### src/rtl/parking_lot_pkg.sv
// Shared types for the parking-lot gate direction detector: FSM state
// encoding and the {in_sig,out_sig} sensor codes.
package parking_lot_pkg;

    typedef enum logic [2:0] {
        IDLE = 3'd0,
        EN1  = 3'd1,
        EN2  = 3'd2,
        EN3  = 3'd3,
        EX1  = 3'd4,
        EX2  = 3'd5,
        EX3  = 3'd6,
        SYNC = 3'd7
    } state_e;

    localparam logic [1:0] S00 = 2'b00;
    localparam logic [1:0] S10 = 2'b10;
    localparam logic [1:0] S11 = 2'b11;
    localparam logic [1:0] S01 = 2'b01;

    // Outer beam is the MSB so codes read in the same order as the sensors.
    function automatic logic [1:0] sensor_code(input logic outer, input logic inner);
        return {outer, inner};
    endfunction

endpackage

### src/rtl/parking_lot_counter.sv
// Saturating occupancy counter with registered full/empty flags; only
// instantiated when PARKING_LOT_OCCUPANCY_EN is defined.
module parking_lot_counter
    import parking_lot_pkg::*;
#(
    parameter int CAPACITY = 16,
    parameter int CNT_W    = $clog2(CAPACITY + 1)
) (
    input  logic             clk,
    input  logic             rst,
    input  logic             inc,
    input  logic             dec,
    output logic [CNT_W-1:0] count,
    output logic             full,
    output logic             empty
);

    localparam logic [CNT_W-1:0] CAP_C  = CNT_W'(CAPACITY);
    localparam logic [CNT_W-1:0] ZERO_C = {CNT_W{1'b0}};
    localparam logic [CNT_W-1:0] ONE_C  = CNT_W'(1);

    logic [CNT_W-1:0] count_r;
    logic [CNT_W-1:0] count_nxt_s;
    logic             full_r;
    logic             empty_r;

    // Next count: saturate at CAPACITY on entry and at zero on exit.
    always_comb begin
        count_nxt_s = count_r;
        if (inc && (count_r != CAP_C)) begin
            count_nxt_s = count_r + ONE_C;
        end else if (dec && (count_r != ZERO_C)) begin
            count_nxt_s = count_r - ONE_C;
        end else begin
            count_nxt_s = count_r;
        end
    end

    // Count and flags registered together so they never disagree.
    always_ff @(posedge clk) begin
        if (rst) begin
            count_r <= ZERO_C;
            full_r  <= 1'b0;
            empty_r <= 1'b1;
        end else begin
            count_r <= count_nxt_s;
            full_r  <= (count_nxt_s == CAP_C);
            empty_r <= (count_nxt_s == ZERO_C);
        end
    end

    assign count = count_r;
    assign full  = full_r;
    assign empty = empty_r;

endmodule

### src/rtl/parking_lot_fsm_single.sv
// Two-beam gate direction detector emitting one-cycle entering/exiting pulses.
// Occupancy counting is enabled by defining PARKING_LOT_OCCUPANCY_EN.
module parking_lot_fsm_single
    import parking_lot_pkg::*;
#(
    parameter int CAPACITY = 16,
    parameter int CNT_W    = $clog2(CAPACITY + 1)
) (
    input  logic             clk,
    input  logic             rst,
    input  logic             in_sig,
    input  logic             out_sig,
    output logic             entering,
    output logic             exiting,
    output logic [CNT_W-1:0] count,
    output logic             full,
    output logic             empty
);

    state_e     state_r;
    logic [1:0] code_s;
    logic       inc_s;
    logic       dec_s;

    assign code_s = sensor_code(in_sig, out_sig);

    // Crossing completes when both beams clear from the last step of a path.
    always_comb begin
        inc_s = 1'b0;
        dec_s = 1'b0;
        if (code_s == S00) begin
            inc_s = (state_r == EN3);
            dec_s = (state_r == EX3);
        end else begin
            inc_s = 1'b0;
            dec_s = 1'b0;
        end
    end

    // Sequence tracker with registered direction pulses.
    always_ff @(posedge clk) begin
        if (rst) begin
            state_r  <= IDLE;
            entering <= 1'b0;
            exiting  <= 1'b0;
        end else begin
            entering <= inc_s;
            exiting  <= dec_s;
            case (state_r)
                IDLE: begin
                    case (code_s)
                        S10:     state_r <= EN1;
                        S01:     state_r <= EX1;
                        S11:     state_r <= SYNC;
                        default: state_r <= IDLE;
                    endcase
                end
                EN1: begin
                    case (code_s)
                        S11:     state_r <= EN2;
                        S00:     state_r <= IDLE;
                        S01:     state_r <= SYNC;
                        default: state_r <= EN1;
                    endcase
                end
                EN2: begin
                    case (code_s)
                        S01:     state_r <= EN3;
                        S10:     state_r <= EN1;
                        S00:     state_r <= SYNC;
                        default: state_r <= EN2;
                    endcase
                end
                EN3: begin
                    case (code_s)
                        S11:     state_r <= EN2;
                        S00:     state_r <= IDLE;
                        S10:     state_r <= SYNC;
                        default: state_r <= EN3;
                    endcase
                end
                EX1: begin
                    case (code_s)
                        S11:     state_r <= EX2;
                        S00:     state_r <= IDLE;
                        S10:     state_r <= SYNC;
                        default: state_r <= EX1;
                    endcase
                end
                EX2: begin
                    case (code_s)
                        S10:     state_r <= EX3;
                        S01:     state_r <= EX1;
                        S00:     state_r <= SYNC;
                        default: state_r <= EX2;
                    endcase
                end
                EX3: begin
                    case (code_s)
                        S11:     state_r <= EX2;
                        S00:     state_r <= IDLE;
                        S01:     state_r <= SYNC;
                        default: state_r <= EX3;
                    endcase
                end
                SYNC: begin
                    // Lost track: wait for an empty gate before trusting beams again.
                    if (code_s == S00) begin
                        state_r <= IDLE;
                    end else begin
                        state_r <= SYNC;
                    end
                end
                default: state_r <= IDLE;
            endcase
        end
    end

`ifdef PARKING_LOT_OCCUPANCY_EN
    parking_lot_counter #(
        .CAPACITY (CAPACITY),
        .CNT_W    (CNT_W)
    ) u_counter (
        .clk   (clk),
        .rst   (rst),
        .inc   (inc_s),
        .dec   (dec_s),
        .count (count),
        .full  (full),
        .empty (empty)
    );
`else
    assign count = {CNT_W{1'b0}};
    assign full  = 1'b0;
    assign empty = 1'b1;
`endif

endmodule

### config.mk
export PLATFORM = sky130hd
export DESIGN_NAME = parking_lot_fsm_single
export DESIGN_NICKNAME = d
export VERILOG_FILES = /design/src/rtl/parking_lot_pkg.sv /design/src/rtl/parking_lot_counter.sv /design/src/rtl/parking_lot_fsm_single.sv
export SDC_FILE = /design/constraint.sdc
export NUM_CORES = 1
export LEC_CHECK = 0
export BUFFER_PORTS_ARGS = -buffer_cell sky130_fd_sc_hd__buf_4
export CAP_MARGIN = 25
export CORE_AREA = 4 4 41 43
export CTS_BUF_LIST = sky130_fd_sc_hd__clkbuf_8
export DETAILED_ROUTE_END_ITERATION = 16
export DIE_AREA = 0 0 45 47
export PLACE_DENSITY_LB_ADDON = 0.05
export RECOVER_POWER = 25
export SLEW_MARGIN = 10
export SYNTH_ARGS = -nofsm -noshare
export SYNTH_HDL_FRONTEND = slang
export SYNTH_HIERARCHICAL = 1
export SYNTH_SLANG_ARGS = --single-unit
export TNS_END_PERCENT = 100
### constraint.sdc
create_clock -name clk -period 1.3 [get_ports clk]
set_input_delay 0.13 -clock clk [delete_from_list [all_inputs] [get_ports clk]]
set_output_delay 0.13 -clock clk [all_outputs]
set_load 0.05 [all_outputs]
==> reports/metrics.yaml <==
global_routing:
  globalRoute.totalOverflow: 0
  grt_usage_pct: 10.81
  antenna_found_initial: 0
  grt_pass1_wl_microns: 1628
  met1_usage_pct: 12.70
  use_met2_pct: 16.95
  grt_pass1_vias: 392
  grt_max_degree: 13
  gr-max-usage-layer: "met2"
  global_route.usage.met3_pct: 5.747
setup_path:
  crit_path_end_kind: "flip-flop"
  max_stage_delay_ns: 0.47
  path_common_cell: "a221oi_2"
  arrival_ns: 1.29
  worstPathCellList: "and4bb_1 -> o21a_2 -> a221oi_2 -> a221oi_2"
  worstSetupPathType: "flip-flop to flip-flop"
  startpoint_type: "flip-flop"
  critPathSlowestCell: "dfxtp_1"
  cp_max_fo: 9
  crit_required_ns: 1.39
placed_design:
  gp_congestion: 0.7996
  dpl.hpwl_microns: 773.3
  io_buffer_count: 5
  place_inst: 84
route:
  drtIter0Drc: 5
  ant_nets: 0
  post-route-drc-count: 0
  totalWireLength_microns: 945
  first_pass_iters: 4
  drt-wirelength-per-cell_microns: 10.74
  vias: 430
  viasPerCell: 4.886
floorplan:
  die_area_sq_um: 2115
  io_pins: 13
  die_x_microns: 45
  core_area_sq_um: 1301
  rows: 13
  initial_core_util_pct: 40.96
  fp.dieH_microns: 47
cts:
  clk_pin_slew_ns: 0.03
  cts_root_buf: "clkbuf_8"
  postCtsSetupBuffers: 0
  cts_resized: 0
  htreeDepth: 1
  cts_tree: "yes"
  cts_buffers: 3
  cts.sinks: 5
  postCtsHoldBufs: 0
  cts_buffer_depth: 2
  insertion_delay_ns: 0.22
sta:
  rsz0062_at_grt: "false"
  worst_slew_pin_slew_ns: 0.5889
  min_period_ns: 1.201
  hold_slack_ns: 0.09940
  drv_slew: 0
  fmax_ghz: 0.8326
  finClkSkew_ns: 0.0007750
  slew_headroom_pct: 60.91
  hold_violations: 0
  setup_viol: 0
  finalCritPeriodShare_pct: 92.39
power:
  p_leak_nw: 0.3066
  p_per_area_nw_per_um2: 1690
  finalPower_w: 0.001074
  ir_worst_vdd_v: 0.0008213
synth:
  yosys_warnings: 6
  synth.distinct_cells: 27
  synthCells: 61
  yosysTopAreaCellShare_pct: 18.78
  ys_seq_area_share_pct: 18.78
  syn-cell-area_sq_um: 533.0
  yosys.area.top_type: "dfxtp_1"
  yosys-top-cells-area: "dfxtp_1, ha_1, buf_4"
  ys_seq_elements: 5
  avgSynthCellArea_sq_um: 8.738
outcome:
  status: "completed"
cells_and_area:
  nets: 86
  fillCellCount: 138
  finalNonFillerCells: 88
  n_antenna_cell: 0
  drive_gt1_share_pct: 30.14
  area_delta_synth_final_pct: 19.25
  postLayoutCoreUtil_pct: 48.85
flow_run:
  drv_cap: 0
min_path:
  hold_path_class: "input port to flip-flop"
## state kept, by name (all words and copies together) (netlist names)
register  cells
exiting       1
state_r       3
entering      1
## layout by cell type, fill, tap and decap left out, drive strengths merged, types with 2 or more instances in the layout
| master | instances |
|---|---|
| a221oi | 3 |
| dfxtp | 5 |
| nand2 | 5 |
| conb | 7 |
| nor2 | 3 |
| a21oi | 2 |
| o221ai | 2 |
| ha | 8 |
| nor2b | 2 |
| clkbuf | 4 |
| inv | 6 |
| buf | 12 |
## cell type report
cell class / instances / area (sq um) / share of cell area [%]
Clock buffer: 3 / 41.29 / 6.496
Inverter: 5 / 18.77 / 2.953
Tap cell: 15 / 18.77 / 2.953
Multi-Input combinational cell: 46 / 356.6 / 56.10
Sequential cell: 5 / 102.6 / 16.14
Clock inverter: 1 / 3.754 / 0.5906
Timing Repair Buffer: 13 / 93.84 / 14.76
## critical path, delay by kind of cell, from the launching register on
family,cells,cell delay (ns)
AND/OR/NAND/NOR,1,0.22
flip-flops,1,0.47
AO/OA/AOI/OAI,3,0.38
## where the power goes
part	internal [W]	switching [W]	total, W
combinational	0.000238	0.000236	0.000474
sequential	0.000205	0.000116	0.000321
clock	0.000202	0.0000761	0.000278
## cells by family after synthesis
group           count (synthesis)  synth area share [%]
buf+inv                        15                 17.84
other cells                     2                 1.409
compound gates                 13                 21.60
fa+ha+maj                       8                 18.78
flops                           5                 18.78
mux                             1                 1.878
simple gates                   17                 19.72
## synthesized netlist by cell type
cell / n
buf_4: 8
ha_1: 8
dfxtp_1: 5
inv_1: 5
nand2_1: 5
a221oi_2: 3
nor2_1: 3
a21oi_1: 2
conb_1: 2
nor2b_1: 2
o221ai_1: 2
a21boi_0: 1
a31oi_1: 1
and2b_1: 1
and3_1: 1
and4b_1: 1
and4bb_1: 1
buf_2: 1
buf_6: 1
mux2i_1: 1
nand2b_1: 1
nor3_1: 1
nor4b_2: 1
o211ai_1: 1
o21a_2: 1
o21ai_0: 1
o31ai_1: 1
## layer usage
metal / up-vias / wire length, microns
met3: 0 / 68
met4: 0 / 0
met5: - / 0
met1: 200 / 435
li1: 221 / -
met2: 9 / 441
## through the flow
step                setup WS (ns)  setup TNS (ns)  area (sq um)
floorplan                  0.1957               0         551.8
global placement        -0.003605       -0.003605         591.8
detailed placement      -0.007253       -0.007253         591.8
CTS                       0.02673               0         636.9
global route             0.003768               0         635.6
finish                    0.09887               0         635.6
## path summary, 6_finish.rpt
kind              startpoint          to  slack (ns)  cells past startpoint
setup / recovery  state_r[1]  state_r[1]         0.1                      4
hold / removal           rst  state_r[2]         0.1                      2
setup reg to reg  state_r[1]  state_r[1]         0.1                      4
hold reg to reg   state_r[0]  state_r[2]        0.56                      2
Note: power is estimated with default switching activity, not from simulation.
